**config.mk**
```make
export PLATFORM = sky130hd
export DESIGN_NAME = eth_phy_10g_link_ctrl
export DESIGN_NICKNAME = d
export VERILOG_FILES = /design/src/rtl/eth_phy_10g_pkg.sv /design/src/rtl/eth_phy_link_timer.sv /design/src/rtl/eth_phy_10g_link_ctrl.sv
export SDC_FILE = /design/constraint.sdc
export NUM_CORES = 1
export LEC_CHECK = 0
export ABC_AREA = 1
export CAP_MARGIN = 25
export CORE_AREA = 2 2 69 71
export CTS_BUF_LIST = sky130_fd_sc_hd__clkbuf_4
export DETAILED_ROUTE_END_ITERATION = 16
export DIE_AREA = 0 0 71 73
export PLACE_DENSITY = 0.78
export SLEW_MARGIN = 20
export SYNTH_ARGS = -nofsm -noshare
export SYNTH_HDL_FRONTEND = slang
export SYNTH_SLANG_ARGS = --single-unit
```
**constraint.sdc**
```tcl
create_clock -name rx_clk -period 2.65 [get_ports rx_clk]
set_input_delay 0.6625 -clock rx_clk [delete_from_list [all_inputs] [get_ports rx_clk]]
set_output_delay 0.6625 -clock rx_clk [all_outputs]
set_load 0.01 [all_outputs]
```
**src/rtl/eth_phy_10g_pkg.sv**
```systemverilog
// Shared types, widths and saturating helpers
// for the 10G PHY receive link controller.
package eth_phy_10g_pkg;

  localparam int TIMER_W = 16;
  localparam int CNT_W   = 8;
  localparam int ACC_W   = 16;
  localparam int ERR_W   = 7;

  typedef enum logic [2:0] {
    ST_SERDES_RST  = 3'd0,
    ST_WAIT_LOCK   = 3'd1,
    ST_WAIT_STABLE = 3'd2,
    ST_LINK_UP     = 3'd3,
    ST_PRBS        = 3'd4
  } link_state_e;

  function automatic logic [CNT_W-1:0] sat_inc(
    input logic [CNT_W-1:0] v
  );
    return (&v) ? v : v + CNT_W'(1);
  endfunction

  function automatic logic [ACC_W-1:0] sat_add(
    input logic [ACC_W-1:0] a,
    input logic [ERR_W-1:0] b
  );
    logic [ACC_W:0] s;
    s = {1'b0, a} + {{(ACC_W+1-ERR_W){1'b0}}, b};
    return s[ACC_W] ? '1 : s[ACC_W-1:0];
  endfunction

endpackage

```
**src/rtl/eth_phy_link_timer.sv**
```systemverilog
// 16-bit cycle timer with synchronous clear,
// count enable and saturation at all-ones.
module eth_phy_link_timer
  import eth_phy_10g_pkg::*;
(
  input  logic               clk,
  input  logic               rst_n,
  input  logic               i_clr,
  input  logic               i_en,
  output logic [TIMER_W-1:0] o_count
);

  logic [TIMER_W-1:0] r_count;

  always_ff @(posedge clk or negedge rst_n) begin
    if (!rst_n) begin
      r_count <= '0;
    end else if (i_clr) begin
      r_count <= '0;
    end else if (i_en && !(&r_count)) begin
      r_count <= r_count + TIMER_W'(1);
    end
  end

  assign o_count = r_count;

endmodule

```
**src/rtl/eth_phy_10g_link_ctrl.sv**
```systemverilog
// 10G PHY receive link bring-up FSM and counters.
// Define ETH_PHY_LINK_PRBS_EN to build the PRBS31 test state.
module eth_phy_10g_link_ctrl
  import eth_phy_10g_pkg::*;
#(
  parameter int SERDES_RST_CYCLES = 16,
  parameter int LOCK_TIMEOUT      = 1024,
  parameter int STABLE_CYCLES     = 64
) (
  input  logic             rx_clk,
  input  logic             rx_rst_n,
  input  logic             rx_block_lock,
  input  logic             rx_high_ber,
  input  logic             rx_status,
  input  logic             serdes_rx_reset_req,
  input  logic [ERR_W-1:0] rx_error_count,
  input  logic             prbs_test_req,
  output logic             serdes_rx_reset,
  output logic             link_up,
  output logic [2:0]       link_state,
  output logic             cfg_tx_prbs31_enable,
  output logic             cfg_rx_prbs31_enable,
  output logic [CNT_W-1:0] flap_count,
  output logic [CNT_W-1:0] timeout_count,
  output logic [ACC_W-1:0] prbs_err_acc
);

  localparam logic [TIMER_W-1:0] RST_LAST =
    TIMER_W'(SERDES_RST_CYCLES - 1);
  localparam logic [TIMER_W-1:0] TMO_LAST =
    TIMER_W'(LOCK_TIMEOUT - 1);
  localparam logic [TIMER_W-1:0] STB_LAST =
    TIMER_W'(STABLE_CYCLES - 1);

  link_state_e        r_state;
  link_state_e        w_next;
  logic [TIMER_W-1:0] w_timer;
  logic               w_timer_clr;
  logic               w_hold_clr;
  logic               w_tmo_inc;
  logic               w_flap_inc;
  logic [CNT_W-1:0]   r_flap;
  logic [CNT_W-1:0]   r_tmo;

  eth_phy_link_timer u_timer (
    .clk     (rx_clk),
    .rst_n   (rx_rst_n),
    .i_clr   (w_timer_clr),
    .i_en    (1'b1),
    .o_count (w_timer)
  );

  always_ff @(posedge rx_clk or negedge rx_rst_n) begin
    if (!rx_rst_n) begin
      r_state <= ST_SERDES_RST;
    end else begin
      r_state <= w_next;
    end
  end

  // A PCS reset request outranks every other transition.
  always_comb begin
    w_next     = r_state;
    w_hold_clr = 1'b0;
    w_tmo_inc  = 1'b0;
    w_flap_inc = 1'b0;
    if (r_state != ST_SERDES_RST && serdes_rx_reset_req) begin
      w_next = ST_SERDES_RST;
    end else begin
      case (r_state)
        ST_SERDES_RST: begin
          if (w_timer == RST_LAST) begin
            w_next = ST_WAIT_LOCK;
          end
        end
        ST_WAIT_LOCK: begin
          if (rx_block_lock) begin
            w_next = ST_WAIT_STABLE;
          end else if (w_timer == TMO_LAST) begin
            w_next    = ST_SERDES_RST;
            w_tmo_inc = 1'b1;
          end
        end
        ST_WAIT_STABLE: begin
          if (!rx_block_lock) begin
            w_next = ST_WAIT_LOCK;
          end else if (rx_high_ber || !rx_status) begin
            w_hold_clr = 1'b1;
          end else if (w_timer == STB_LAST) begin
            w_next = ST_LINK_UP;
          end
        end
        ST_LINK_UP: begin
          if (!rx_block_lock || rx_high_ber) begin
            w_next     = ST_WAIT_LOCK;
            w_flap_inc = 1'b1;
          end
`ifdef ETH_PHY_LINK_PRBS_EN
          else if (prbs_test_req) begin
            w_next = ST_PRBS;
          end
`endif
        end
`ifdef ETH_PHY_LINK_PRBS_EN
        ST_PRBS: begin
          if (!prbs_test_req) begin
            w_next = ST_SERDES_RST;
          end
        end
`endif
        default: w_next = ST_SERDES_RST;
      endcase
    end
  end

  assign w_timer_clr = (w_next != r_state) | w_hold_clr;

  always_ff @(posedge rx_clk or negedge rx_rst_n) begin
    if (!rx_rst_n) begin
      r_flap <= '0;
      r_tmo  <= '0;
    end else begin
      if (w_flap_inc) r_flap <= sat_inc(r_flap);
      if (w_tmo_inc)  r_tmo  <= sat_inc(r_tmo);
    end
  end

`ifdef ETH_PHY_LINK_PRBS_EN
  logic [ACC_W-1:0] r_acc;

  // Cleared on the entry edge, accumulates while resident.
  always_ff @(posedge rx_clk or negedge rx_rst_n) begin
    if (!rx_rst_n) begin
      r_acc <= '0;
    end else if (r_state != ST_PRBS && w_next == ST_PRBS) begin
      r_acc <= '0;
    end else if (r_state == ST_PRBS) begin
      r_acc <= sat_add(r_acc, rx_error_count);
    end
  end

  assign cfg_tx_prbs31_enable = (r_state == ST_PRBS);
  assign cfg_rx_prbs31_enable = (r_state == ST_PRBS);
  assign prbs_err_acc         = r_acc;
`else
  logic w_unused_prbs;

  assign w_unused_prbs        = ^{prbs_test_req, rx_error_count};
  assign cfg_tx_prbs31_enable = 1'b0;
  assign cfg_rx_prbs31_enable = 1'b0;
  assign prbs_err_acc         = '0;
`endif

  assign serdes_rx_reset = (r_state == ST_SERDES_RST);
  assign link_up         = (r_state == ST_LINK_UP);
  assign link_state      = r_state;
  assign flap_count      = r_flap;
  assign timeout_count   = r_tmo;

endmodule

```
==> results.py <==
metrics = {
    "pwr": {
        "p_sw_share_pct": 26.0,
        "clkPwrFrac_pct": 31.3,
        "power_switching_w": 0.000228,
        "p_leak_nw": 1.21,
        "max-vdd-ir-drop_mv": 0.242,
        "power_frac_comb_pct": 6.9,
        "seqPwrFrac_pct": 61.8,
        "p_int_w": 0.000651,
        "p_per_area_mw_per_mm2": 363,
    },
    "synth": {
        "yosysSeqAreaShare_pct": 41.1,
        "synth_cell_types": 25,
        "yosys.area.top_type": "dfrtp_1",
        "synthesis.area_sq_mm": 0.00213,
        "ys_warn_count": 0,
        "synth_top_area_share_pct": 41.1,
        "postSynthAreaPerCell_sq_um": 7.89,
        "ys_ff_latch": 35,
        "netlist_instances": 270,
        "synth_area_leaders": "dfrtp_1 (41%), nand2_1 (9.2%), buf_4 (6.3%)",
    },
    "floorplan": {
        "row_count": 25,
        "die_x_um": 71,
        "pin_count": 53,
        "core_sq_mm": 0.00454,
        "start_util_pct": 47.0,
        "dieArea_sq_mm": 0.00518,
        "die_h_um": 73,
    },
    "cells_and_area": {
        "n_antenna_cell": 0,
        "final_common_cell": "nand2_1",
        "final_nets": 319,
        "stdcell_count": 356,
        "areaGrowthSynthToFinish_pct": 13.7,
        "final_area_sq_mm": 0.00242,
        "drive_gt1_share_pct": 10.6,
        "layout_common_cells": "nand2_1 (52), dfrtp_1 (35), nor2_1 (34)",
    },
    "setup_path": {
        "arrival_ns": 1.72,
        "cp.required_ns": 1.99,
        "endpoint_kind": "output port",
        "crit_chain": "inv_1 -> nor2_2 -> nand2_1 -> inv_1 -> clkdlybuf4s50_1",
        "startpoint_type": "flop",
        "cpPeakStageDelay_ns": 0.54,
        "crit_type": "reg2out",
        "cp_common_cell": "inv_1",
        "worstPathMaxFanout": 5,
        "worst_path_max_delay_cell": "clkdlybuf4s50_1",
    },
    "timing": {
        "setup_ws_ns": 0.263,
        "rsz0062_at_grt": "false",
        "final.min_clock_period_ns": 2.39,
        "holdWs_ns": 0.516,
        "hold_viol_final": 0,
        "tns_ns": 0,
        "fin_crit_sh_pct": 90.1,
        "max_freq_mhz": 419,
        "setup_viol": 0,
        "skew_ns": 0.0113,
        "maxSlewViolCount": 0,
    },
    "route": {
        "antenna_left": 0,
        "wl_mm": 3.95,
        "wl_per_cell_um": 11.1,
        "remaining_drc_errors": 0,
        "vias": 1756,
        "drt_first_pass_iters": 4,
        "drtIter0Drc": 87,
        "via_per_inst": 4.93,
    },
    "cts": {
        "ctsHoldBuffers": 0,
        "ctsResizeCount": 0,
        "root_buffer": "clkbuf_4",
        "cts_tree": "built",
        "clk_pin_slew_ns": 0.10,
        "cts_made_buffers": 5,
        "postCtsSetupBuffers": 0,
        "clock_tree.buffer_depth": 2,
        "cts.sinks": 35,
        "htreeDepth": 2,
        "clock_latency_ns": 0.35,
    },
    "place": {
        "dp_slack_ns": 0.397,
        "post_dp_cell_area_sq_mm": 0.00237,
        "dp_hpwl_mm": 2.86,
        "dp.cells": 349,
        "place.port_buffers": 26,
        "routabilityCongestion": 0.829,
    },
    "global_route": {
        "grt_pass1_wl_mm": 7.05,
        "antenna_found_initial": 0,
        "overflow": 0,
        "grt_max_degree": 36,
        "gr-usage-all-layers_pct": 17.1,
        "first_global_vias": 1620,
    },
    "hold_path": {
        "hold_class": "reg2reg",
    },
    "run_status": {
        "status": "complete, no violations",
    },
    "flow_run": {
        "maxCapViolations": 0,
    },
}
-- state kept, by name, indices dropped and copies added, names as in the netlist --
signal           cells
timeout_count        8
flap_count           8
u_timer.o_count     16
link_state           3
-- critical path: cells and delay by family (launching register included) --
family,cells,cell delay (ns)
buffers and inverters,3,0.71
flip-flops,1,0.44
AND/OR/NAND/NOR,2,0.22
-- cells by family after synthesis --
group | Yosys count | synth area share [%]
muxes | 1 | 0.470
other | 1 | 0.176
DFF | 35 | 41.1
adders and majority gates | 3 | 1.76
AOI/OAI and AO/OA | 14 | 3.29
and+or+nand+nor | 145 | 32.3
xor gates and xnor gates | 19 | 7.81
buffers and inverters | 52 | 13.0
-- stage by stage --
step                utilization (%)  total power, W
global route                   53.4        0.000923
finish                         53.4        0.000879
CTS                            53.4        0.000884
floorplan                         -        0.000606
detailed placement             52.4        0.000614
global placement               52.4        0.000613
-- layer usage --
metal	vias to the layer above	track usage, %	share of wire [%]
met2	69	27.7	46
met5	-	0	0
met3	7	4.70	7.4
met4	0	6.92	1.3
li1	873	-	-
met1	807	21.8	45
-- cell usage after synthesis (all sizes together) --
cell type and number:
nand2 55, nor2 52, dfrtp 35, inv 32, nand3 28, buf 20, o21ai 13, xor2 12
xnor2 7, nand4 5, ha 3, nor3 2, nor4 2, a21oi 1, conb 1, mux2i 1
or2 1
-- power by group through the flow --
stage / registers (W) / logic, W / clock network (W)
floorplan: 0.000553 / 0.0000533 / 0
global route: 0.000544 / 0.0000705 / 0.000308
global placement: 0.000553 / 0.0000594 / 0
finish: 0.000543 / 0.0000605 / 0.000275
CTS: 0.000543 / 0.0000611 / 0.000280
detailed placement: 0.000554 / 0.0000605 / 0
-- area by class of cell --
class / count / area [sq um]
fillers: 428 / 2110
flip-flops and latches: 35 / 876
clock inverters: 2 / 8.76
well taps: 54 / 67.6
repair buffers: 27 / 268
inverters: 32 / 120
multi-input cells: 201 / 1040
clock buffers: 5 / 37.5
-- worst paths after layout --
kind / startpoint / slack (ns) / endpoint / depth (start not counted)
max reg2reg: u_timer.o_count[0] / 0.40 / u_timer.o_count[3] / 11
min reg2reg: flap_count[7] / 0.52 / flap_count[7] / 1
max in group asynchronous: rx_rst_n / 1.62 / timeout_count[4] / 2
min in group asynchronous: rx_rst_n / 0.71 / u_timer.o_count[1] / 2
max: link_state[0] / 0.26 / link_up / 5
min: flap_count[7] / 0.52 / flap_count[7] / 1
(Power assumes the default switching activity.)
